`src/rtl/round_key_store_pkg.sv`:
```
// -----------------------------------------------------------------------------
// round_key_store_pkg
// Shared constants and types for the round-key store: number of stored keys,
// key width, the round index type and the controller state encoding.
// -----------------------------------------------------------------------------
package round_key_store_pkg;

  localparam int NUM_ROUNDS = 16;
  localparam int KEY_W      = 96;

  typedef logic [$clog2(NUM_ROUNDS)-1:0] round_idx_t;

  localparam round_idx_t ROUND_LAST   = round_idx_t'(NUM_ROUNDS - 1);
  localparam round_idx_t ROUND_PENULT = round_idx_t'(NUM_ROUNDS - 2);

  typedef enum logic [1:0] {
    ST_IDLE  = 2'd0,
    ST_LOAD  = 2'd1,
    ST_READY = 2'd2,
    ST_SERVE = 2'd3
  } state_t;

endpackage

```
`src/rtl/round_key_store_key_bank.sv`:
```
// -----------------------------------------------------------------------------
// key_bank
// NUM_ROUNDS x KEY_W register file: one synchronous write port, one
// combinational read port.
// Ports:
//   clk      clock, rising edge
//   we       write enable
//   wr_addr  write index
//   wr_data  write data
//   rd_addr  read index
//   rd_data  read data (combinational)
// -----------------------------------------------------------------------------
module key_bank
  import round_key_store_pkg::*;
(
  input  logic             clk,
  input  logic             we,
  input  round_idx_t       wr_addr,
  input  logic [KEY_W-1:0] wr_data,
  input  round_idx_t       rd_addr,
  output logic [KEY_W-1:0] rd_data
);

  logic [KEY_W-1:0] mem [NUM_ROUNDS];

  // NOTE: storage has no reset on purpose; every entry is written before it
  // can be read (keys_ready gates serving), so a reset would only add fan-out.
  always_ff @(posedge clk) begin
    if (we) mem[wr_addr] <= wr_data;
  end

  assign rd_data = mem[rd_addr];

endmodule

```
`src/rtl/round_key_store.sv`:
```
// -----------------------------------------------------------------------------
// round_key_store
// Captures the 16 round keys streamed by the key schedule and serves them one
// per handshake to the Feistel round datapath. Keys are reused across any
// number of serving passes until the next load.
// Optional feature: define DECRYPT_REVERSE_EN to let mode=1 serve the keys in
// reverse order (decryption). Without it, mode is ignored and passes are
// always forward.
// Ports:
//   clk, rst_n      clock (rising edge), asynchronous active-low reset
//   load_start      pulse: clear the store and begin capturing keys
//   key_valid/key_in  incoming round key strobe and data (round 1..16 order)
//   start           pulse: begin one serving pass (accepted only when ready)
//   mode            0 forward, 1 reverse; sampled with an accepted start
//   key_req         consumer takes key_out this cycle
//   key_out         registered round key
//   key_out_valid   key_out holds a key of the current pass
//   round           index of the key on key_out
//   last_round      key_out is the final key of the pass
//   keys_ready      all keys are stored
//   err_overflow    sticky: key strobe arrived after the store was full
// -----------------------------------------------------------------------------
module round_key_store
  import round_key_store_pkg::*;
(
  input  logic             clk,
  input  logic             rst_n,
  input  logic             load_start,
  input  logic             key_valid,
  input  logic [KEY_W-1:0] key_in,
  input  logic             start,
  input  logic             mode,
  input  logic             key_req,
  output logic [KEY_W-1:0] key_out,
  output logic             key_out_valid,
  output round_idx_t       round,
  output logic             last_round,
  output logic             keys_ready,
  output logic             err_overflow
);

  state_t           state_q;
  round_idx_t       wr_ptr_q;
  round_idx_t       pass_cnt_q;   // position within the pass, 0..15
  round_idx_t       first_idx;
  round_idx_t       next_idx;
  round_idx_t       rd_addr;
  logic [KEY_W-1:0] rd_data;
  logic             bank_we;

`ifdef DECRYPT_REVERSE_EN
  logic rev_q;
  assign first_idx = mode ? ROUND_LAST : '0;
  assign next_idx  = rev_q ? round - 4'd1 : round + 4'd1;
`else
  logic unused_mode;
  assign unused_mode = mode;
  assign first_idx   = '0;
  assign next_idx    = round + 4'd1;
`endif

  // load_start wins over a simultaneous key strobe: that key is dropped.
  assign bank_we = (state_q == ST_LOAD) && key_valid && !load_start;

  // Look ahead one key so the output register can load it on the handshake.
  // NOTE: default assignment first keeps this block purely combinational;
  // a path that leaves rd_addr unassigned would infer a latch.
  always_comb begin
    rd_addr = next_idx;
    if (state_q == ST_READY) rd_addr = first_idx;
  end

  key_bank u_key_bank (
    .clk     (clk),
    .we      (bank_we),
    .wr_addr (wr_ptr_q),
    .wr_data (key_in),
    .rd_addr (rd_addr),
    .rd_data (rd_data)
  );

  // NOTE: all state and outputs use non-blocking assignments so every register
  // samples the pre-edge values of its neighbours.
  always_ff @(posedge clk or negedge rst_n) begin
    if (!rst_n) begin
      state_q       <= ST_IDLE;
      wr_ptr_q      <= '0;
      pass_cnt_q    <= '0;
      key_out       <= '0;
      key_out_valid <= 1'b0;
      round         <= '0;
      last_round    <= 1'b0;
      keys_ready    <= 1'b0;
      err_overflow  <= 1'b0;
`ifdef DECRYPT_REVERSE_EN
      rev_q         <= 1'b0;
`endif
    end else if (load_start) begin
      // Restart capture from any state; an in-progress pass is abandoned.
      state_q       <= ST_LOAD;
      wr_ptr_q      <= '0;
      key_out_valid <= 1'b0;
      last_round    <= 1'b0;
      keys_ready    <= 1'b0;
      err_overflow  <= 1'b0;
    end else begin
      case (state_q)
        ST_IDLE: ;
        ST_LOAD: begin
          if (key_valid) begin
            wr_ptr_q <= wr_ptr_q + 4'd1;
            if (wr_ptr_q == ROUND_LAST) begin
              state_q    <= ST_READY;
              keys_ready <= 1'b1;
            end
          end
        end
        ST_READY: begin
          if (key_valid) err_overflow <= 1'b1;
          if (start) begin
            state_q       <= ST_SERVE;
            round         <= first_idx;
            key_out       <= rd_data;
            pass_cnt_q    <= '0;
            key_out_valid <= 1'b1;
            last_round    <= 1'b0;
`ifdef DECRYPT_REVERSE_EN
            rev_q         <= mode;
`endif
          end
        end
        ST_SERVE: begin
          if (key_valid) err_overflow <= 1'b1;
          if (key_req && key_out_valid) begin
            if (pass_cnt_q == ROUND_LAST) begin
              // key_out keeps its last value; only valid drops.
              state_q       <= ST_READY;
              key_out_valid <= 1'b0;
              last_round    <= 1'b0;
            end else begin
              round      <= next_idx;
              key_out    <= rd_data;
              pass_cnt_q <= pass_cnt_q + 4'd1;
              last_round <= (pass_cnt_q == ROUND_PENULT);
            end
          end
        end
        default: state_q <= ST_IDLE;
      endcase
    end
  end

endmodule

```
`config.mk`:
```
export PLATFORM = sky130hd
export DESIGN_NAME = round_key_store
export DESIGN_NICKNAME = d
export VERILOG_FILES = /design/src/rtl/round_key_store_pkg.sv /design/src/rtl/round_key_store_key_bank.sv /design/src/rtl/round_key_store.sv
export SDC_FILE = /design/constraint.sdc
export NUM_CORES = 2
export LEC_CHECK = 0
export CELL_PAD_IN_SITES_DETAIL_PLACEMENT = 0
export CELL_PAD_IN_SITES_GLOBAL_PLACEMENT = 1
export CORE_MARGIN = 2
export CORE_UTILIZATION = 52
export CTS_CLUSTER_SIZE = 16
export DETAILED_ROUTE_END_ITERATION = 8
export PLACE_DENSITY = 0.84
export SYNTH_ARGS = -nofsm -noshare
export SYNTH_HDL_FRONTEND = slang
export SYNTH_SLANG_ARGS = --single-unit
export TNS_END_PERCENT = 50
```
`constraint.sdc`:
```
create_clock -name clk -period 11.1 [get_ports clk]
set_input_delay 2.22 -clock clk [delete_from_list [all_inputs] [get_ports clk]]
set_output_delay 2.22 -clock clk [all_outputs]
set_load 0.005 [all_outputs]
```
==> results.cfg <==
[min_path]
hold_end = err_overflow$_DFFE_PN0P_
whs_path_depth = 2
hp-start = err_overflow$_DFFE_PN0P_
hold_path.class = flip-flop to flip-flop

[timing]
slew_viol_final = 0
timing.final.ws_setup_ns = 5.56
rsz0062_at_grt = false
period_needed_ns = 5.54
setup_viol = 0
worstMarginPinSlew_ns = 1.21
clock_skew_ns = 0.0294
relSlewSlack = 0.194
tns_ns = 0
final_hold_viol_count = 0
fmax_mhz = 181
min_period_over_period = 0.499

[cells_and_area]
syn2layout_area_growth_pct = 13.6
finalNetCount = 4242
fillers = 9035
drive_gt1_frac = 0.0804

[clock_tree]
tritoncts = built
cts_max_path_buffers = 3
postCtsHoldBufs = 0
cts-root-buf = clkbuf_16
numClockSinks = 1650
insertion_delay_ns = 0.82
tritoncts.num_buffers = 161
path_clk_slew_ns = 0.06
cts_resized = 0
htree_levels = 4
postCtsSetupRepairBufs = 0

[drt]
viasPerCell = 6.47
vias = 38270
firstDrtPassIters = 6
dr.first_iter.drc_count = 4799
wl_per_cell_um = 28.4
drt-total-wl_mm = 168
drc = 0
final_antenna_net_count = 0

[power]
p_total_mw = 12.3
vdd_drop_max_v = 0.000169
p_leak_nw = 22.6
p_per_area_nw_per_um2 = 167

[critical_path]
worstPathCellList = clkdlybuf4s50_1 > nand3b_1 > nor2_1 > nand2_1 > nor2_4 > buf_4 > buf_4
start_kind = primary input
cpMostUsedCell = buf_4
slowest_delay_ns = 0.97
timing.rr.start = round[0]$_DFFE_PN0P_
reg2reg_slack_ns = 6.40
timing.rr.end = key_out[85]$_DFFE_PN0P_
worstPathMaxFanout = 48
cp.required_ns = 11.51
arrival_ns = 5.94
cp-end-kind = flip-flop
r2r_cells = 8
cp_slowest_cell = buf_4
worstSetupPathType = primary input to flip-flop

[logic_synthesis]
netlist_area_um2 = 65000
netlist.area_leader.share = 0.709
yosys_warnings = 0
syn_area_per_cell_um2 = 16.2
ys_ff_latch = 1650
synth.area.top_cells = edfxtp_1 (71%), mux2i_1 (5.8%), dfrtp_1 (4.4%)
synth.most_common_cell = edfxtp_1
yosys_most_used_dff = edfxtp_1
synth-seq-area-share = 0.753
syn_nets = 4115
synth_enable_flop_cells = 1536
synth_area_leader_cell = edfxtp_1
synthArstFlopShare = 0.0691
yosysUniqueCellTypes = 50
syn_inst = 4005
synth_common_cells = edfxtp_1 (1536), mux2i_1 (380), nand2_1 (208), clkbuf_1 (192), a32oi_1 (189)

[placement]
hpwl_mm = 79.0
routabilityCongestion = 0.758
dp_slack_ns = 4.87
io_buffer_count = 205

[job]
drv_cap = 0

[floorplan]
dieHeight_um = 358
core_area_um2 = 124000
die_area_um2 = 128000
die_w_um = 358
rows = 129
initial_core_util = 0.525
pin_count = 207

[grt]
grt_pass1_vias = 36958
grt-ovfl-total = 0
grt_pass1_wl_mm = 244
grt_max_degree = 154
antenna_found_initial = 21
grt.total_usage = 0.260

[outcome]
status = finished, final reports clean
==> through the flow <==
stage	cells	hold WS (ns)	cell area [um^2]	utilization
after floorplan	4005	0.478	65000	-
after detailed placement	5606	0.492	68700	0.555
after global placement	5606	0.480	68700	0.555
after global routing	5910	0.526	73900	0.596
after CTS	5904	0.505	73900	0.596
final	5914	0.496	73900	0.596
==> logic make-up after synthesis <==
kind of cell | Yosys count | synth area share
AOI/OAI and AO/OA | 984 | 0.115
xor gates and xnor gates | 6 | 0.000808
DFF | 1650 | 0.753
buffers and inverters | 327 | 0.0209
adders and majority gates | 7 | 0.00135
muxes | 384 | 0.0595
and+or+nand+nor | 647 | 0.0495
==> layer usage <==
layer	up-vias	global-route usage	wire length, um
li1	16424	-	-
met1	19408	0.366	67200
met2	2089	0.407	78200
met3	323	0.0589	18100
met4	26	0.0822	4310
met5	-	0	163
==> critical path: cells and delay by family <==
family                 cells  cell delay [ns]
and+or+nand+nor            4             1.33
buffers and inverters      3             2.26
==> worst max path at each step <==
stage | start | end | slack, ns | cells after the start
detailed placement | key_valid | u_key_bank.mem[5][6]$_DFFE_PP_ | 4.87 | 7
floorplan | load_start | u_key_bank.mem[0][0]$_DFFE_PP_ | 1.20 | 4
global placement | key_valid | u_key_bank.mem[5][6]$_DFFE_PP_ | 4.92 | 7
global route | key_valid | u_key_bank.mem[5][10]$_DFFE_PP_ | 5.50 | 7
CTS | key_valid | u_key_bank.mem[5][10]$_DFFE_PP_ | 5.68 | 7
finish | key_valid | u_key_bank.mem[5][13]$_DFFE_PP_ | 5.56 | 7
==> sequential cells by signal (all words and copies together) (netlist names) <==
| register | cells |
|---|---|
| keys_ready | 1 |
| round | 4 |
| key_out_valid | 1 |
| wr_ptr_q | 4 |
| err_overflow | 1 |
| u_key_bank.mem | 1536 |
| last_round | 1 |
| pass_cnt_q | 4 |
| state_q | 2 |
| key_out | 96 |
==> cell usage in the layout, fill, tap and decap left out, types with 4 or more instances in the layout <==
cell type / count
a211o_1: 95
a211oi_1: 96
a21o_1: 5
a21oi_1: 6
a221o_1: 94
a22o_1: 98
a32oi_1: 189
buf_12: 9
buf_4: 71
bufinv_16: 8
clkbuf_1: 47
clkbuf_16: 161
clkbuf_8: 13
clkdlybuf4s50_1: 204
clkinv_1: 26
clkinv_2: 23
clkinv_8: 9
dfrtp_1: 113
diode_2: 10
edfxtp_1: 1536
ha_1: 6
inv_1: 5
mux2i_1: 380
nand2_1: 208
nand2b_1: 97
nand3_1: 102
nand3b_1: 94
nor2_1: 108
nor2_4: 14
nor3_1: 4
nor3_2: 5
o211ai_1: 99
o21ai_0: 136
o21ai_1: 61
o22ai_1: 94
==> layout make-up <==
class,instances,area (um^2),area share
Inverter,6,25.0,0.000339
Timing Repair Buffer,285,2770,0.0374
Multi-Input combinational cell,2028,14900,0.202
Clock inverter,77,752,0.0102
Clock buffer,221,4380,0.0593
Sequential cell,1650,49000,0.663
Tap cell,1637,2050,0.0277
Antenna cell,10,25.0,0.000339
==> where the power goes <==
part	leakage, nW	switching [mW]	internal, mW	total [mW]
sequential	15.4	0.0115	6.84	6.85
combinational	4.68	0.135	0.0513	0.186
clock	2.51	2.31	2.98	5.29
(Power assumes the default switching activity.)
